**src/rtl/display_saver_ctrl.sv**
```systemverilog
// display_saver_ctrl
//   Drives the stopwatch 7-segment display. In SHOW mode the BCD digits are
//   time-multiplexed onto one shared segment bus. After an idle timeout the
//   controller enters SAVER mode, where one segment (a..g) is lit at a time
//   and the lit segment walks across the digits.
//
// Ports
//   clk           system clock, rising edge
//   reset_n       asynchronous active-low reset
//   activity      button press / stopwatch running; any 1 resets the idle timer
//   digit_bcd     4 bits per digit, digit 0 (rightmost) in [3:0]
//   seg_n         segments {g,f,e,d,c,b,a}, active low, registered
//   an_n          digit enables, active low, registered
//   saver_active  1 while in SAVER, registered
//   seg_idx       current saver segment index 0..6 (0=a), registered
//
// Build option
//   SEG_LEADING_ZERO_BLANK_EN : blank leading zero digits in SHOW mode
//   (digit 0 is never blanked). SAVER mode is unaffected.
//
// state | meaning
// ------+---------------------------------------------------------
// SHOW  | multiplex BCD digits, count idle cycles toward timeout
// SAVER | single-segment animation, any activity returns to SHOW

module display_saver_ctrl #(
  parameter int NUM_DIGITS   = 4,
  parameter int SCAN_DIV     = 50000,
  parameter int STEP_DIV     = 5000000,
  parameter int IDLE_TIMEOUT = 500000000
) (
  input  logic                    clk,
  input  logic                    reset_n,
  input  logic                    activity,
  input  logic [4*NUM_DIGITS-1:0] digit_bcd,
  output logic [6:0]              seg_n,
  output logic [NUM_DIGITS-1:0]   an_n,
  output logic                    saver_active,
  output logic [2:0]              seg_idx
);

  localparam int POS_W  = $clog2(NUM_DIGITS);
  localparam int SCAN_W = $clog2(SCAN_DIV);
  localparam int STEP_W = $clog2(STEP_DIV);
  localparam int IDLE_W = $clog2(IDLE_TIMEOUT);

  localparam logic [POS_W-1:0]  POS_LAST  = POS_W'(NUM_DIGITS - 1);
  localparam logic [SCAN_W-1:0] SCAN_TERM = SCAN_W'(SCAN_DIV - 1);
  localparam logic [STEP_W-1:0] STEP_TERM = STEP_W'(STEP_DIV - 1);
  localparam logic [IDLE_W-1:0] IDLE_TERM = IDLE_W'(IDLE_TIMEOUT - 1);

  typedef enum logic {
    ST_SHOW  = 1'b0,
    ST_SAVER = 1'b1
  } state_t;

  state_t              state_q, state_d;
  logic [POS_W-1:0]    scan_pos_q, scan_pos_d;
  logic [SCAN_W-1:0]   scan_cnt_q, scan_cnt_d;
  logic [IDLE_W-1:0]   idle_cnt_q, idle_cnt_d;
  logic [STEP_W-1:0]   step_cnt_q, step_cnt_d;
  logic [2:0]          cur_seg_q, cur_seg_d;
  logic [POS_W-1:0]    saver_pos_q, saver_pos_d;

  logic [6:0]            seg_n_q, seg_n_d;
  logic [NUM_DIGITS-1:0] an_n_q, an_n_d;
  logic                  saver_active_q, saver_active_d;
  logic [2:0]            seg_idx_q, seg_idx_d;

  logic [3:0]            cur_digit;
`ifdef SEG_LEADING_ZERO_BLANK_EN
  logic                  blank;
`endif

  function automatic logic [6:0] bcd_to_seg_n(input logic [3:0] bcd);
    logic [6:0] s;
    case (bcd)
      4'd0:    s = 7'h40;
      4'd1:    s = 7'h79;
      4'd2:    s = 7'h24;
      4'd3:    s = 7'h30;
      4'd4:    s = 7'h19;
      4'd5:    s = 7'h12;
      4'd6:    s = 7'h02;
      4'd7:    s = 7'h78;
      4'd8:    s = 7'h00;
      4'd9:    s = 7'h10;
      default: s = 7'h3F;  // non-BCD code: dash
    endcase
    return s;
  endfunction

  // Next-state logic
  always_comb begin
    state_d     = state_q;
    scan_pos_d  = scan_pos_q;
    scan_cnt_d  = scan_cnt_q;
    idle_cnt_d  = idle_cnt_q;
    step_cnt_d  = step_cnt_q;
    cur_seg_d   = cur_seg_q;
    saver_pos_d = saver_pos_q;

    case (state_q)
      ST_SHOW: begin
        if (scan_cnt_q == SCAN_TERM) begin
          scan_cnt_d = '0;
          scan_pos_d = (scan_pos_q == POS_LAST) ? '0 : scan_pos_q + POS_W'(1);
        end else begin
          scan_cnt_d = scan_cnt_q + SCAN_W'(1);
        end

        // Activity wins over a timeout that lands in the same cycle.
        if (activity) begin
          idle_cnt_d = '0;
        end else if (idle_cnt_q == IDLE_TERM) begin
          state_d     = ST_SAVER;
          idle_cnt_d  = '0;
          step_cnt_d  = '0;
          cur_seg_d   = '0;
          saver_pos_d = '0;
        end else begin
          idle_cnt_d = idle_cnt_q + IDLE_W'(1);
        end
      end

      ST_SAVER: begin
        idle_cnt_d = '0;
        if (activity) begin
          // cur_seg is deliberately kept so the animation index stays visible.
          state_d    = ST_SHOW;
          scan_cnt_d = '0;
          scan_pos_d = '0;
        end else if (step_cnt_q == STEP_TERM) begin
          step_cnt_d = '0;
          if (cur_seg_q == 3'd6) begin
            cur_seg_d   = '0;
            saver_pos_d = (saver_pos_q == POS_LAST) ? '0 : saver_pos_q + POS_W'(1);
          end else begin
            cur_seg_d = cur_seg_q + 3'd1;
          end
        end else begin
          step_cnt_d = step_cnt_q + STEP_W'(1);
        end
      end

      default: state_d = ST_SHOW;
    endcase
  end

  // Output logic, registered below for glitch-free pins
  always_comb begin
    seg_n_d        = 7'h7F;
    an_n_d         = '1;
    saver_active_d = (state_q == ST_SAVER);
    seg_idx_d      = cur_seg_q;
    cur_digit      = 4'd0;
`ifdef SEG_LEADING_ZERO_BLANK_EN
    blank          = 1'b0;
`endif

    if (state_q == ST_SAVER) begin
      for (int i = 0; i < NUM_DIGITS; i++) begin
        if (POS_W'(i) == saver_pos_q) an_n_d[i] = 1'b0;
      end
      for (int i = 0; i < 7; i++) begin
        if (3'(i) == cur_seg_q) seg_n_d[i] = 1'b0;
      end
    end else begin
      for (int i = 0; i < NUM_DIGITS; i++) begin
        if (POS_W'(i) == scan_pos_q) begin
          an_n_d[i] = 1'b0;
          cur_digit = digit_bcd[i*4 +: 4];
        end
      end
      seg_n_d = bcd_to_seg_n(cur_digit);
`ifdef SEG_LEADING_ZERO_BLANK_EN
      // Blank when this digit and every higher digit are zero; digit 0 always shows.
      blank = (scan_pos_q != '0);
      for (int i = 0; i < NUM_DIGITS; i++) begin
        if ((POS_W'(i) >= scan_pos_q) && (digit_bcd[i*4 +: 4] != 4'd0)) blank = 1'b0;
      end
      if (blank) seg_n_d = 7'h7F;
`endif
    end
  end

  always_ff @(posedge clk or negedge reset_n) begin
    if (!reset_n) begin
      state_q        <= ST_SHOW;
      scan_pos_q     <= '0;
      scan_cnt_q     <= '0;
      idle_cnt_q     <= '0;
      step_cnt_q     <= '0;
      cur_seg_q      <= '0;
      saver_pos_q    <= '0;
      seg_n_q        <= 7'h7F;
      an_n_q         <= '1;
      saver_active_q <= 1'b0;
      seg_idx_q      <= '0;
    end else begin
      state_q        <= state_d;
      scan_pos_q     <= scan_pos_d;
      scan_cnt_q     <= scan_cnt_d;
      idle_cnt_q     <= idle_cnt_d;
      step_cnt_q     <= step_cnt_d;
      cur_seg_q      <= cur_seg_d;
      saver_pos_q    <= saver_pos_d;
      seg_n_q        <= seg_n_d;
      an_n_q         <= an_n_d;
      saver_active_q <= saver_active_d;
      seg_idx_q      <= seg_idx_d;
    end
  end

  assign seg_n        = seg_n_q;
  assign an_n         = an_n_q;
  assign saver_active = saver_active_q;
  assign seg_idx      = seg_idx_q;

endmodule

```
**config.mk**
```make
export PLATFORM = sky130hd
export DESIGN_NAME = display_saver_ctrl
export DESIGN_NICKNAME = d
export VERILOG_FILES = /design/src/rtl/display_saver_ctrl.sv
export SDC_FILE = /design/constraint.sdc
export NUM_CORES = 1
export LEC_CHECK = 0
export BUFFER_PORTS_ARGS = -buffer_cell sky130_fd_sc_hd__clkbuf_2
export CORE_MARGIN = 2
export CORE_UTILIZATION = 61
export DETAILED_ROUTE_END_ITERATION = 12
export PLACE_DENSITY = 0.88
export SLEW_MARGIN = 10
export SYNTH_ARGS = -nofsm -noshare
export SYNTH_HDL_FRONTEND = slang
export SYNTH_SLANG_ARGS = --single-unit
```
**constraint.sdc**
```tcl
create_clock -name clk -period 2.7 [get_ports clk]
set_clock_uncertainty 0.2 [all_clocks]
set_input_delay 0.405 -clock clk [delete_from_list [all_inputs] [get_ports clk]]
set_output_delay 0.405 -clock clk [all_outputs]
set_load 0.05 [all_outputs]
```
==> results.md <==
- Outcome: completed
- Most frequent cell after synthesis: dfrtp_1
- Yosys cell types: between 60 and 70
- Final Max Slew Viols: 0
- EDFF count, synth: 0
- Ranking of synthesized cells by instance count: dfrtp_1 (80), nand2_1 (62), nor2_1 (59)
- Hold Crit Class: in2reg
- GPL Wtd Cong: about 0.95
- Worst-Margin Slew: around 0.66 ns
- #FFs+latches synth: 91
- Synth warnings: 0
- Initial DRC count: between 200 and 250
- WS Path Type: reg2reg
- Fin area: about 0.0055 sq mm
- DP Area: around 0.0053 sq mm
- Drt drc: 0
- Reg clk slew, reported paths: approximately 0.09 ns
- Relative max-transition margin: 0.5561
- DR vias/cell: between 6 and 7
- Site Rows: 32
- Post-synth ARST share: 1.000
- Die Span Y: roughly 94 um
- Critical path startpoint: step_cnt_q[16]
- Syn_nets: approximately 570
- Remaining Overflow, GRT: 0
- WL/cell: around 16 um
- CTS H-tree lvls: 3
- Hold Vio Cnt, Final: 0
- Critical Path AT: between 2 and 3 ns
- R2R Setup Slk: 0.14 ns
- Total track usage: 0.2658
- PwrDens: 595.3 mW/mm^2
- CTS Buf Count: 9
- CP required: 2.74 ns
- Drt total wl: approximately 11 mm
- Syn_area_per_cell: roughly 9.3 sq um
- P&R area growth vs syn: 10.88%
- N_diodes: 0
- Top cell type's share of synthesized area: 0.4021
- Post-synthesis cell count: 535
- Initial antenna violation count: 0
- Mapped Area: 0.004979 sq mm
- Share of layout cells above drive strength 1: 0.1583
- Maximum clock rate: just under 400 MHz
- Seq/Total Area, Yosys: 0.4602
- CTS root buf: clkbuf_8
- Area contributors post-synth: dfrtp_1 (40%), dfstp_2 (5.8%), nand2_1 (4.7%)
- CP Capture Point: cur_seg_q[0]
- CORE AREA: slightly below 0.008 sq mm
- Via count: between 4000 and 5000
- Clk sink count: between 90 and 100
- Clock buffer depth: 2
- Antenna Nets Post-Route: 0
- Max-cap violations: 0
- Largest net degree at the start of global routing: 52
- CTS tree: built
- Final Net Count: ~600
- Crit start category: register
- IO buf count: 33
- Initial Util: 0.6377
- IO Pins: 34
- Worst R2R Start: step_cnt_q[16]
- Critical Path Fanout Max: 6
- Die area: ~0.0089 sq mm
- RSZ-0062 raised after global routing: false
- Max IR drop VDD: 0.2805 mV
- Vias in the first global route: between 4000 and 5000
- Dominant synthesized flop cell: dfrtp_1
- Detailed placer's ending HPWL: 7.788 mm
- Leakage: 2.324 nW
- First-pass GRT wire length: ~19 mm
- Initial DRT Pass Iterations: 5
- Final TNS setup: 0 ns
- CP Capture Type: register
- Cell taking the most area after synthesis: dfrtp_1
- Minimum clock period after layout: between 2 and 3 ns
- Worst skew pair latency: between 0.3 and 0.4 ns
- Setup violators final: 0
- R2r endpoint: cur_seg_q[0]
- Register-to-Register Path Depth: 5
- Fin crit share: 0.9477
- Chip width: approximately 94 um
==> worst max-delay path: stages (launching register included) <==
cell	delay (ns)
dfrtp_1	0.43
or4_4	0.56
or4_4	0.57
o21ai_4	0.29
nand2_4	0.09
mux2_4	0.30
==> logic make-up (layout without fill, tap and decap cells) <==
kind of cell / Yosys count / count (layout) / share of synthesized area
buf+inv: 35 / 81 / 0.02890
mux: 9 / 9 / 0.02011
compound gates: 112 / 112 / 0.1521
simple gates: 245 / 245 / 0.2533
xor+xnor: 30 / 30 / 0.05278
flops: 91 / 91 / 0.4602
fa+ha+maj: 13 / 13 / 0.03267
==> area by class of cell <==
class	count	area, sq um
Clock inverter	6	63.81
Clock buffer	10	127.6
Timing Repair Buffer	48	295.3
Inverter	17	63.81
Sequential cell	91	2291
Multi-Input combinational cell	409	2551
Tap cell	102	127.6
Fill cell	592	2287
==> state kept, by name, indices dropped and copies added, names as in the netlist <==
register,flops
idle_cnt_q,29
step_cnt_q,23
scan_cnt_q,16
seg_n,7
an_n,4
cur_seg_q,3
seg_idx,3
saver_pos_q,2
scan_pos_q,2
saver_active,1
saver_active_d,1
==> worst min path at each step <==
| stage | start | to | slack (ns) | cells after the start |
|---|---|---|---|---|
| 6_report | activity | step_cnt_q[21] | 0.23 | 3 |
| 5_1_grt | activity | step_cnt_q[21] | 0.26 | 3 |
| 4_1_cts | activity | step_cnt_q[21] | 0.22 | 3 |
| 3_5_place_dp | step_cnt_q[22] | step_cnt_q[22] | 0.27 | 1 |
| 3_3_place_gp | step_cnt_q[22] | step_cnt_q[22] | 0.25 | 1 |
| 2_1_floorplan | reset_n | cur_seg_q[0] | -0.09 | 0 |
==> metal layers <==
layer,GRT usage,wire length [um],vias up
li1,-,-,2031
met5,0,0,-
met4,0.09783,172,0
met2,0.4321,5423,147
met1,0.3633,4853,2053
met3,0.04150,593,17
==> report_power, final <==
group	total [mW]	internal (mW)	switching, mW
combinational	0.686	0.228	0.458
clock	0.918	0.428	0.489
sequential	1.68	1.54	0.142
total	3.29	2.20	1.09
==> through the flow <==
| stage | util | setup slack, ns | hold slack (ns) | instances | total power, mW |
|---|---|---|---|---|---|
| after detailed placement | 0.6803 | 0.1697 | 0.2739 | 666 | 2.385 |
| final | 0.7071 | 0.1411 | 0.2282 | 683 | 3.286 |
| after floorplan | - | 0.2409 | -0.09059 | 535 | 2.188 |
| after global placement | 0.6803 | 0.2162 | 0.2537 | 666 | 2.350 |
| after CTS | 0.7061 | 0.1561 | 0.2221 | 683 | 3.294 |
| after global routing | 0.7071 | 0.009414 | 0.2572 | 683 | 3.444 |
==> cells in the final DEF, fill, tap and decap left out, drive strengths merged, types with 6 or more instances in the layout <==
cell type	n
nor4	14
a21o	8
and3	8
nor3	15
mux2i	7
dfstp	11
or3	8
a21oi	15
xnor2	17
xor2	13
nand2b	6
nand3	21
inv	18
ha	13
a31oi	28
dfrtp	80
and2	9
nand4	16
clkbuf	42
nor2	59
o21ai	28
buf	15
nand2	63
==> what timing repair did <==
action                                  CTS  global route
setup buffers                             0             0
hold endpoints to repair                 46             0
endpoints found under the setup margin    0             3
gates resized for setup                   0             2
hold buffers                              1             0
Note: power is estimated with default switching activity, not from simulation.
